[src/rtl/addr_map_cfg.sv]
// -----------------------------------------------------------------------------
// addr_map_cfg
//
// Loads address-decoder rules one at a time into a shadow map. On a commit
// request it checks every shadow rule in turn, one rule per cycle. If all
// rules pass, the whole shadow map is copied into the active map in a single
// step. A decoder reading addr_map_o therefore only ever sees a complete map
// that has passed the checks.
//
// Optional build macro:
//   ADDR_MAP_CFG_OVERLAP_CHECK_EN - also reject a map in which a rule overlaps
//                                   any later rule (error code 3). When the
//                                   macro is undefined, overlaps are allowed
//                                   and the decoder resolves them by priority.
//
// Ports:
//   clk_i, rst_ni     clock and asynchronous active-low reset
//   cfg_valid_i       rule write request
//   cfg_ready_o       write accepted (idle only)
//   cfg_sel_i         shadow slot to write; an out-of-range slot drops the write
//   cfg_rule_i        rule data
//   commit_valid_i    commit request
//   commit_ready_o    commit accepted (idle only)
//   commit_done_o     one-cycle pulse in the first cycle the new map is active
//   commit_err_o      one-cycle pulse when a commit is rejected
//   err_code_o        0 none, 1 start>=end, 2 idx out of range, 3 overlap
//   err_rule_o        first failing rule, held with err_code_o
//   addr_map_o        active map, slot i at bits [i*$bits(rule_t) +: $bits(rule_t)]
//   map_valid_o       high once any commit has succeeded
//
// NoRules must be greater than 0.
// -----------------------------------------------------------------------------
module addr_map_cfg #(
   parameter int unsigned NoRules   = 32'd4,
   parameter int unsigned NoIndices = 32'd4,
   parameter type         addr_t    = logic,
   // Same layout as the decoder rule: {idx[31:0], start_addr, end_addr}
   parameter type         rule_t    = logic [32+2*$bits(addr_t)-1:0],
   parameter int unsigned SelWidth  = (NoRules > 32'd1) ? $clog2(NoRules) : 32'd1,
   parameter type         sel_t     = logic [SelWidth-1:0]
) (
   input  logic                           clk_i,
   input  logic                           rst_ni,
   input  logic                           cfg_valid_i,
   output logic                           cfg_ready_o,
   input  logic [SelWidth-1:0]            cfg_sel_i,
   input  logic [$bits(rule_t)-1:0]       cfg_rule_i,
   input  logic                           commit_valid_i,
   output logic                           commit_ready_o,
   output logic                           commit_done_o,
   output logic                           commit_err_o,
   output logic [1:0]                     err_code_o,
   output logic [SelWidth-1:0]            err_rule_o,
   output logic [NoRules*$bits(rule_t)-1:0] addr_map_o,
   output logic                           map_valid_o
);

   localparam int unsigned RuleW = $bits(rule_t);
   localparam logic [SelWidth-1:0] LastSel = SelWidth'(NoRules - 32'd1);

   // Field view of a rule. It does not depend on the exact rule_t type
   // supplied by the user.
   typedef struct packed {
      logic [31:0] idx;
      addr_t       start_addr;
      addr_t       end_addr;
   } rule_view_t;

   typedef enum logic [1:0] {
      ST_IDLE,
      ST_CHECK,
      ST_COMMIT,
      ST_ABORT
   } state_t;

   state_t                     state_reg, state_next;
   logic [SelWidth-1:0]        cnt_reg, cnt_next;
   logic [1:0]                 err_code_reg, err_code_next;
   logic [SelWidth-1:0]        err_rule_reg, err_rule_next;
   logic                       done_reg, done_next;
   logic                       err_reg, err_next;
   logic                       map_valid_reg;
   logic [NoRules*RuleW-1:0]   active_reg;
   logic                       ready_en_reg;
   logic                       load_active;

   logic                       idle;
   logic                       cfg_fire;
   logic                       commit_fire;
   rule_view_t                 slot_view [NoRules];
   logic [NoRules*RuleW-1:0]   shadow_flat;
   rule_view_t                 cur_rule;
   logic                       overlap_hit;
   logic [1:0]                 fail_code;

   // Ready is held low during reset and for the first cycle after release.
   // This keeps every output at 0 while reset is asserted.
   assign idle        = ready_en_reg && (state_reg == ST_IDLE);
   assign cfg_fire    = cfg_valid_i && idle;
   assign commit_fire = commit_valid_i && idle;

   // Shadow slots. A write to a slot index that has no slot matches no
   // slot, so the write is dropped.
   for (genvar gi = 0; gi < NoRules; gi++) begin : g_slot
      logic [RuleW-1:0] slot_reg;

      always_ff @(posedge clk_i or negedge rst_ni) begin
         if (!rst_ni) begin
            slot_reg <= '0;
         end else if (cfg_fire && (cfg_sel_i == SelWidth'(gi))) begin
            slot_reg <= cfg_rule_i;
         end
      end

      assign slot_view[gi]                 = slot_reg;
      assign shadow_flat[gi*RuleW +: RuleW] = slot_reg;
   end

   // Select the rule currently under check.
   always_comb begin
      cur_rule = '0;
      for (int i = 0; i < int'(NoRules); i++) begin
         if (cnt_reg == SelWidth'(i)) begin
            cur_rule = slot_view[i];
         end
      end
   end

`ifdef ADDR_MAP_CFG_OVERLAP_CHECK_EN
   // Compare the current rule against every later rule in the same cycle.
   // Earlier rules were already compared against this one while they were
   // being checked.
   logic [NoRules-1:0] overlap_vec;

   for (genvar gi = 0; gi < NoRules; gi++) begin : g_overlap
      assign overlap_vec[gi] = (SelWidth'(gi) > cnt_reg) &&
                               (slot_view[gi].start_addr < cur_rule.end_addr) &&
                               (slot_view[gi].end_addr   > cur_rule.start_addr);
   end

   assign overlap_hit = |overlap_vec;
`else
   assign overlap_hit = 1'b0;
`endif

   // Failure priority: empty or inverted range, then bad index, then overlap.
   always_comb begin
      fail_code = 2'd0;
      if (cur_rule.start_addr >= cur_rule.end_addr) begin
         fail_code = 2'd1;
      end else if (cur_rule.idx >= NoIndices) begin
         fail_code = 2'd2;
      end else if (overlap_hit) begin
         fail_code = 2'd3;
      end
   end

   always_comb begin
      state_next    = state_reg;
      cnt_next      = cnt_reg;
      err_code_next = err_code_reg;
      err_rule_next = err_rule_reg;
      done_next     = 1'b0;
      err_next      = 1'b0;
      load_active   = 1'b0;

      case (state_reg)
         ST_IDLE: begin
            if (commit_fire) begin
               err_code_next = 2'd0;
               err_rule_next = '0;
               cnt_next      = '0;
               state_next    = ST_CHECK;
            end
         end
         ST_CHECK: begin
            if (fail_code != 2'd0) begin
               err_code_next = fail_code;
               err_rule_next = cnt_reg;
               err_next      = 1'b1;
               state_next    = ST_ABORT;
            end else if (cnt_reg == LastSel) begin
               // The copy happens on the same edge that raises done. This
               // way the pulse marks the first cycle of the new map.
               load_active = 1'b1;
               done_next   = 1'b1;
               state_next  = ST_COMMIT;
            end else begin
               cnt_next = cnt_reg + SelWidth'(1);
            end
         end
         ST_COMMIT: state_next = ST_IDLE;
         ST_ABORT:  state_next = ST_IDLE;
         default:   state_next = ST_IDLE;
      endcase
   end

   always_ff @(posedge clk_i or negedge rst_ni) begin
      if (!rst_ni) begin
         state_reg     <= ST_IDLE;
         cnt_reg       <= '0;
         err_code_reg  <= 2'd0;
         err_rule_reg  <= '0;
         done_reg      <= 1'b0;
         err_reg       <= 1'b0;
         map_valid_reg <= 1'b0;
         active_reg    <= '0;
         ready_en_reg  <= 1'b0;
      end else begin
         state_reg    <= state_next;
         cnt_reg      <= cnt_next;
         err_code_reg <= err_code_next;
         err_rule_reg <= err_rule_next;
         done_reg     <= done_next;
         err_reg      <= err_next;
         ready_en_reg <= 1'b1;
         if (load_active) begin
            active_reg    <= shadow_flat;
            map_valid_reg <= 1'b1;
         end
      end
   end

   assign cfg_ready_o    = idle;
   assign commit_ready_o = idle;
   assign commit_done_o  = done_reg;
   assign commit_err_o   = err_reg;
   assign err_code_o     = err_code_reg;
   assign err_rule_o     = err_rule_reg;
   assign addr_map_o     = active_reg;
   assign map_valid_o    = map_valid_reg;

endmodule

[config.mk]
export PLATFORM = sky130hd
export DESIGN_NAME = addr_map_cfg
export DESIGN_NICKNAME = d
export VERILOG_FILES = /design/src/rtl/addr_map_cfg.sv
export SDC_FILE = /design/constraint.sdc
export NUM_CORES = 1
export LEC_CHECK = 0
export ABC_AREA = 1
export BUFFER_PORTS_ARGS = -buffer_cell sky130_fd_sc_hd__buf_2
export CORE_MARGIN = 8
export CORE_UTILIZATION = 55
export DETAILED_ROUTE_END_ITERATION = 10
export PLACE_DENSITY_LB_ADDON = 0.3
export SLEW_MARGIN = 10
export SYNTH_ARGS = -nofsm -noshare
export SYNTH_HDL_FRONTEND = slang
export SYNTH_SLANG_ARGS = --single-unit
[constraint.sdc]
create_clock -name clk_i -period 3 [get_ports clk_i]
set_clock_uncertainty 0.05 [all_clocks]
set_input_delay 0.6 -clock clk_i [delete_from_list [all_inputs] [get_ports clk_i]]
set_output_delay 0.6 -clock clk_i [all_outputs]
set_load 0.05 [all_outputs]
; ---- Word-level counts from Yosys, hierarchy flattened
; Cells that the tools add are included.
[totals]
reg_bits = 284
input_bits = 40
output_inout_bits = 145
elab_cells = 69
[classes]
add_sub_neg = 1
order_cmp = 2
eq_ne = 14
n_mux = 23
reduce_logical = 16
[ops]
columns = cell, n
row1 = $mux 34, 4
row2 = $ge 32x3->1 const B, 1
row3 = $mux 2, 10
row4 = $eq 2x2->1 const B, 6
row5 = $pmux 2 s2, 3
row6 = $ne 2x2->1 const B, 4
row7 = $logic_and 1x1->1, 7
row8 = $eq 2x1->1 const B, 3
row9 = $logic_not 2->1, 3
row10 = $pmux 2 s3, 1
row11 = $mux 1, 5
row12 = $reduce_and 4->1, 1
row13 = $reduce_bool 2->1, 2
row14 = $ne 3x3->1 const B, 1
row15 = $reduce_and 3->1, 1
row16 = $add 2x1->2 const B, 1
row17 = $reduce_and 2->1, 1
row18 = $reduce_or 2->1, 1
row19 = $ge 1x1->1, 1

; ---- Depth between registers and ports, before layout
[logic_depth]
depth_word = 11
ltp_mapped = 16
depth_no_buf = 14

; ---- Worst setup path after synthesis
; Ideal clock, no wire load.
[synth_timing]
path_kind = reg-to-reg
start = reg cnt_reg[1]
end = reg active_reg[100] (netlist: addr_map_o[100])
setup_ns = 0.119
t_arrival_ns = 1.941
required_ns = 2.831
slack_ns = 0.890
stages_incl_launch_ff = 17
path_buffers = 2
period_less_slack_ns = 2.110
cell_sequence = dfrtp_1 > inv_1 > ha_1 > nor2_1 > nand3_1 > nand3_1 > nand3_1 > o31ai_1 > inv_2 > nor2_4 > nand3_2 > inv_2 > nand2_1 > buf_2 > buf_2 > nand2_1 > nand2_1
[synth_via]
elab_chain_cells = 11
word_cells_on_any_way = 16
cone_classes = order compare: 2 / eq/ne: 3 / mux: 9 / reduce/logical: 2
[synth_lines]
columns = element, line
row1 = "start, declared", 77  ; logic [SelWidth-1:0] cnt_reg, cnt_next;
row2 = "start signal, assigned", 211  ; cnt_reg <= cnt_next;
row3 = $logic_not 2->1, 123  ; if (cnt_reg == SelWidth'(i)) begin
row4 = $mux 34 (4 in a row), 123
row5 = $ge 32x3->1, 151  ; end else if (cur_rule.idx >= NoIndices) begin
row6 = $mux 2, 151
row7 = $mux 2, 149  ; if (cur_rule.start_addr >= cur_rule.end_addr) begin
row8 = $reduce_bool 2->1, 177  ; if (fail_code != 2'd0) begin
row9 = $mux 1 (*), 177
row10 = $mux 1 (*), 167  ; case (state_reg)
row11 = "end signal, assigned", 218  ; active_reg <= shadow_flat;
row12 = "end, declared", 83  ; logic [NoRules*RuleW-1:0] active_reg;
; Mark *: on every way between the ends. The rest lies on a longest branch, timed or not.
; A chain may end at the register's enable or synchronous reset.

; ---- Worst setup path after layout
[layout_timing]
start = reg cnt_reg[0]
end = reg active_reg[9] (netlist: addr_map_o[9])
; The elaborated chain is that of the path after synthesis.

==> results.yml <==
timing:
  report.final.slew_viol_count: 0
  slew_headroom: 0.6527
  hold_viol: 0
  worstMarginPinSlew_ns: 0.5209
  setup-violations-final: 0
  final.min_clock_period_ns: 2.728
  rsz0062_at_grt: "no"
  post-route-period-util: 0.9095
  tns_ns: 0
  fmax_mhz: 366.5
grt:
  grt_max_degree: 74
  grt_pass1_wl_microns: 42060
  overflow: 0
  antenna_found_initial: 1
  grt_pass1_vias: 7999
  grt_usage: 0.2123
detailed_routing:
  drtIter0Drc: 491
  num_vias: 7950
  wl_per_cell_microns: 16.46
  remaining_drc_errors: 0
  routed_wl_microns: 26030
  drtPass1Iterations: 5
  vias_per_cell: 5.028
  ant_nets: 0
synth:
  ys.flop_type: "dfrtp_1"
  yosysMostFrequentCell: "nand2_1"
  netlist_instances: 1104
  yosys-top-cells-count: "nand2_1, dfrtp_1, inv_1, mux2_2, nor2_1"
  synthTopCellsByArea: "dfrtp_1, nand2_1, mux2_2"
  syn_nets: 1148
  synth_area_leader_cell: "dfrtp_1"
  syn_area_sq_um: 11090
  ys_seq_elements: 284
  synth_top_area_share: 0.6406
  synth-seq-area-share: 0.6406
  yosys.cell_types.count: 24
  synth_warnings: 0
  syn_avg_cell_area_sq_um: 10.05
  synth-edff-count: 0
  async_reset_ff_frac: 1.000
floorplan:
  io_pins: 185
  die_x_microns: 158.0
  placementRows: 52
  start_util: 0.5536
  die_y_microns: 158.0
  dieArea_sq_um: 24970
  core_area_sq_um: 20040
power:
  power_density_nw_per_um2: 821.5
  power_w: 0.01092
  p_leak_nw: 7.296
  peakVddDrop_v: 0.0005425
clock_tree:
  h-tree-depth: 1
  post_cts_resized: 0
  cts.sinks: 284
  clkTransAtPathRegs_ns: 0.06
  worstSkewPairLatency_ns: 0.53
  post-cts-setup-buffers: 0
  cts.path.max_buffers: 3
  root_buffer: "clkbuf_16"
  numCtsBuffers: 28
  cts_tree: "done"
setup_path:
  r2r_end: "addr_map_o[9]$_DFFE_PN0P_"
  startpoint: "cnt_reg[0]$_DFFE_PN0P_"
  worstPathArrival_ns: 3.10
  critPathCaptureType: "register"
  crit_end: "addr_map_o[9]$_DFFE_PN0P_"
  reg2regPathDepth: 14
  path_max_fanout: 35
  r2r_slack_ns: 0.27
  start_kind: "register"
  cp.required_ns: 3.37
  critPathKind: "register to register"
  r2r-start: "cnt_reg[0]$_DFFE_PN0P_"
run_status:
  status: "finished, final reports clean"
layout:
  nNetsFinal: 1335
  final_util: 0.6634
  syn2layout_area_growth_pct: 19.83
  drive_above_1_share: 0.2548
  stdcell_count: 1581
  multi_input_area_sq_um: 3407
  fillers: 1632
  diodes: 0
  final_area_sq_um: 13290
  seqCellArea_sq_um: 7107
place:
  post-place-cells: 1530
  place_area_sq_um: 12340
  dp.final_hpwl_microns: 18450
  finalWeightedCongestion: 0.8157
  io_buffers: 184
run:
  max_cap_viol_count: 0
min_path:
  min-delay-start: "cfg_rule_i[5]"
  hold_class: "primary input to register"
-- through the flow --
stage	setup slack [ns]	hold slack, ns
after floorplan	0.8899	0.2544
after global placement	0.3179	0.3960
after detailed placement	0.3165	0.3981
after CTS	0.2747	0.2657
after global routing	0.02317	0.2720
final	0.2715	0.2900
-- repair_timing --
item                                    4_1_cts  5_1_grt
hold buffers                                  1        0
endpoints found under the hold margin        65        0
endpoints found under the setup margin        0        0
-- worst max-delay path: stages (launching register included) --
cell     delay, ns
dfrtp_1       0.43
inv_1         0.11
ha_1          0.28
nand4_1       0.14
nor3_1        0.15
nand3_1       0.18
nand2_1       0.12
nand2_1       0.07
nand2_1       0.12
nand3_2       0.15
inv_2         0.12
nand2_4       0.22
buf_4         0.32
nand2_1       0.09
nand2_1       0.05
-- cell type report --
| type | count | share of cell area |
|---|---|---|
| repair buffers | 203 | 0.08471 |
| clock buffers | 45 | 0.06513 |
| multi-input cells | 674 | 0.2563 |
| well taps | 270 | 0.02541 |
| clock inverters | 5 | 0.005647 |
| flip-flops and latches | 284 | 0.5346 |
| inverters | 100 | 0.02824 |
-- power by group --
group | internal [W] | switching, W
combinational | 0.000821 | 0.00114
clock | 0.00213 | 0.00139
sequential | 0.00481 | 0.000622
total | 0.00776 | 0.00316
-- cells in the final DEF (no fill, tap or decap) --
cell type	synthesis	final
buf_4	10	14
nand3_1	17	17
clkbuf_8	0	8
nor3_2	1	3
mux2_1	8	8
o31ai_1	1	1
nor2_4	1	2
nand3_2	1	1
nor3_1	8	5
clkbuf_16	0	29
clkbuf_1	13	8
nand2_4	0	1
bufinv_16	0	2
ha_1	4	4
a21oi_1	3	3
o21ai_0	55	55
buf_8	0	1
nand2_1	410	409
conb_1	1	1
dfrtp_1	284	284
inv_2	4	4
or2_2	2	2
nand4_1	12	12
buf_2	23	183
clkinv_2	0	3
nor3_4	0	1
nor4_1	5	5
mux2_2	76	76
buf_12	0	4
dlygate4sd3_1	0	1
nor2_1	68	68
inv_1	96	96
-- worst min-delay path by stage --
stage / endpoint / slack, ns / depth (start not counted)
2_1_floorplan: addr_map_o[0]$_DFFE_PN0P_ / 0.25 / 0
6_report: g_slot[2].slot_reg[5]$_DFFE_PN0P_ / 0.29 / 3
5_1_grt: g_slot[2].slot_reg[5]$_DFFE_PN0P_ / 0.27 / 3
4_1_cts: g_slot[2].slot_reg[5]$_DFFE_PN0P_ / 0.27 / 3
3_5_place_dp: map_valid_o$_DFFE_PN0P_ / 0.40 / 1
3_3_place_gp: map_valid_o$_DFFE_PN0P_ / 0.40 / 1
-- per-layer routing --
layer / vias up / GRT usage / wire length, microns
li1: 3804 / - / -
met4: 2 / 0.04805 / 534
met5: - / 0 / 11
met3: 39 / 0.04286 / 1762
met2: 217 / 0.3574 / 12640
met1: 3888 / 0.2797 / 11080
-- logic make-up (layout without fill, tap and decap cells) --
kind of cell,after synthesis,in the layout,synth area share
flip-flops,284,284,0.6406
buffers and inverters,146,353,0.05537
adder cells (fa/ha/maj),4,4,0.004511
other,1,1,0.0003380
multiplexers,84,84,0.08526
AO/OA/AOI/OAI,59,59,0.02684
AND/OR/NAND/NOR,526,526,0.1871
Power figures use the tool's default switching activity.
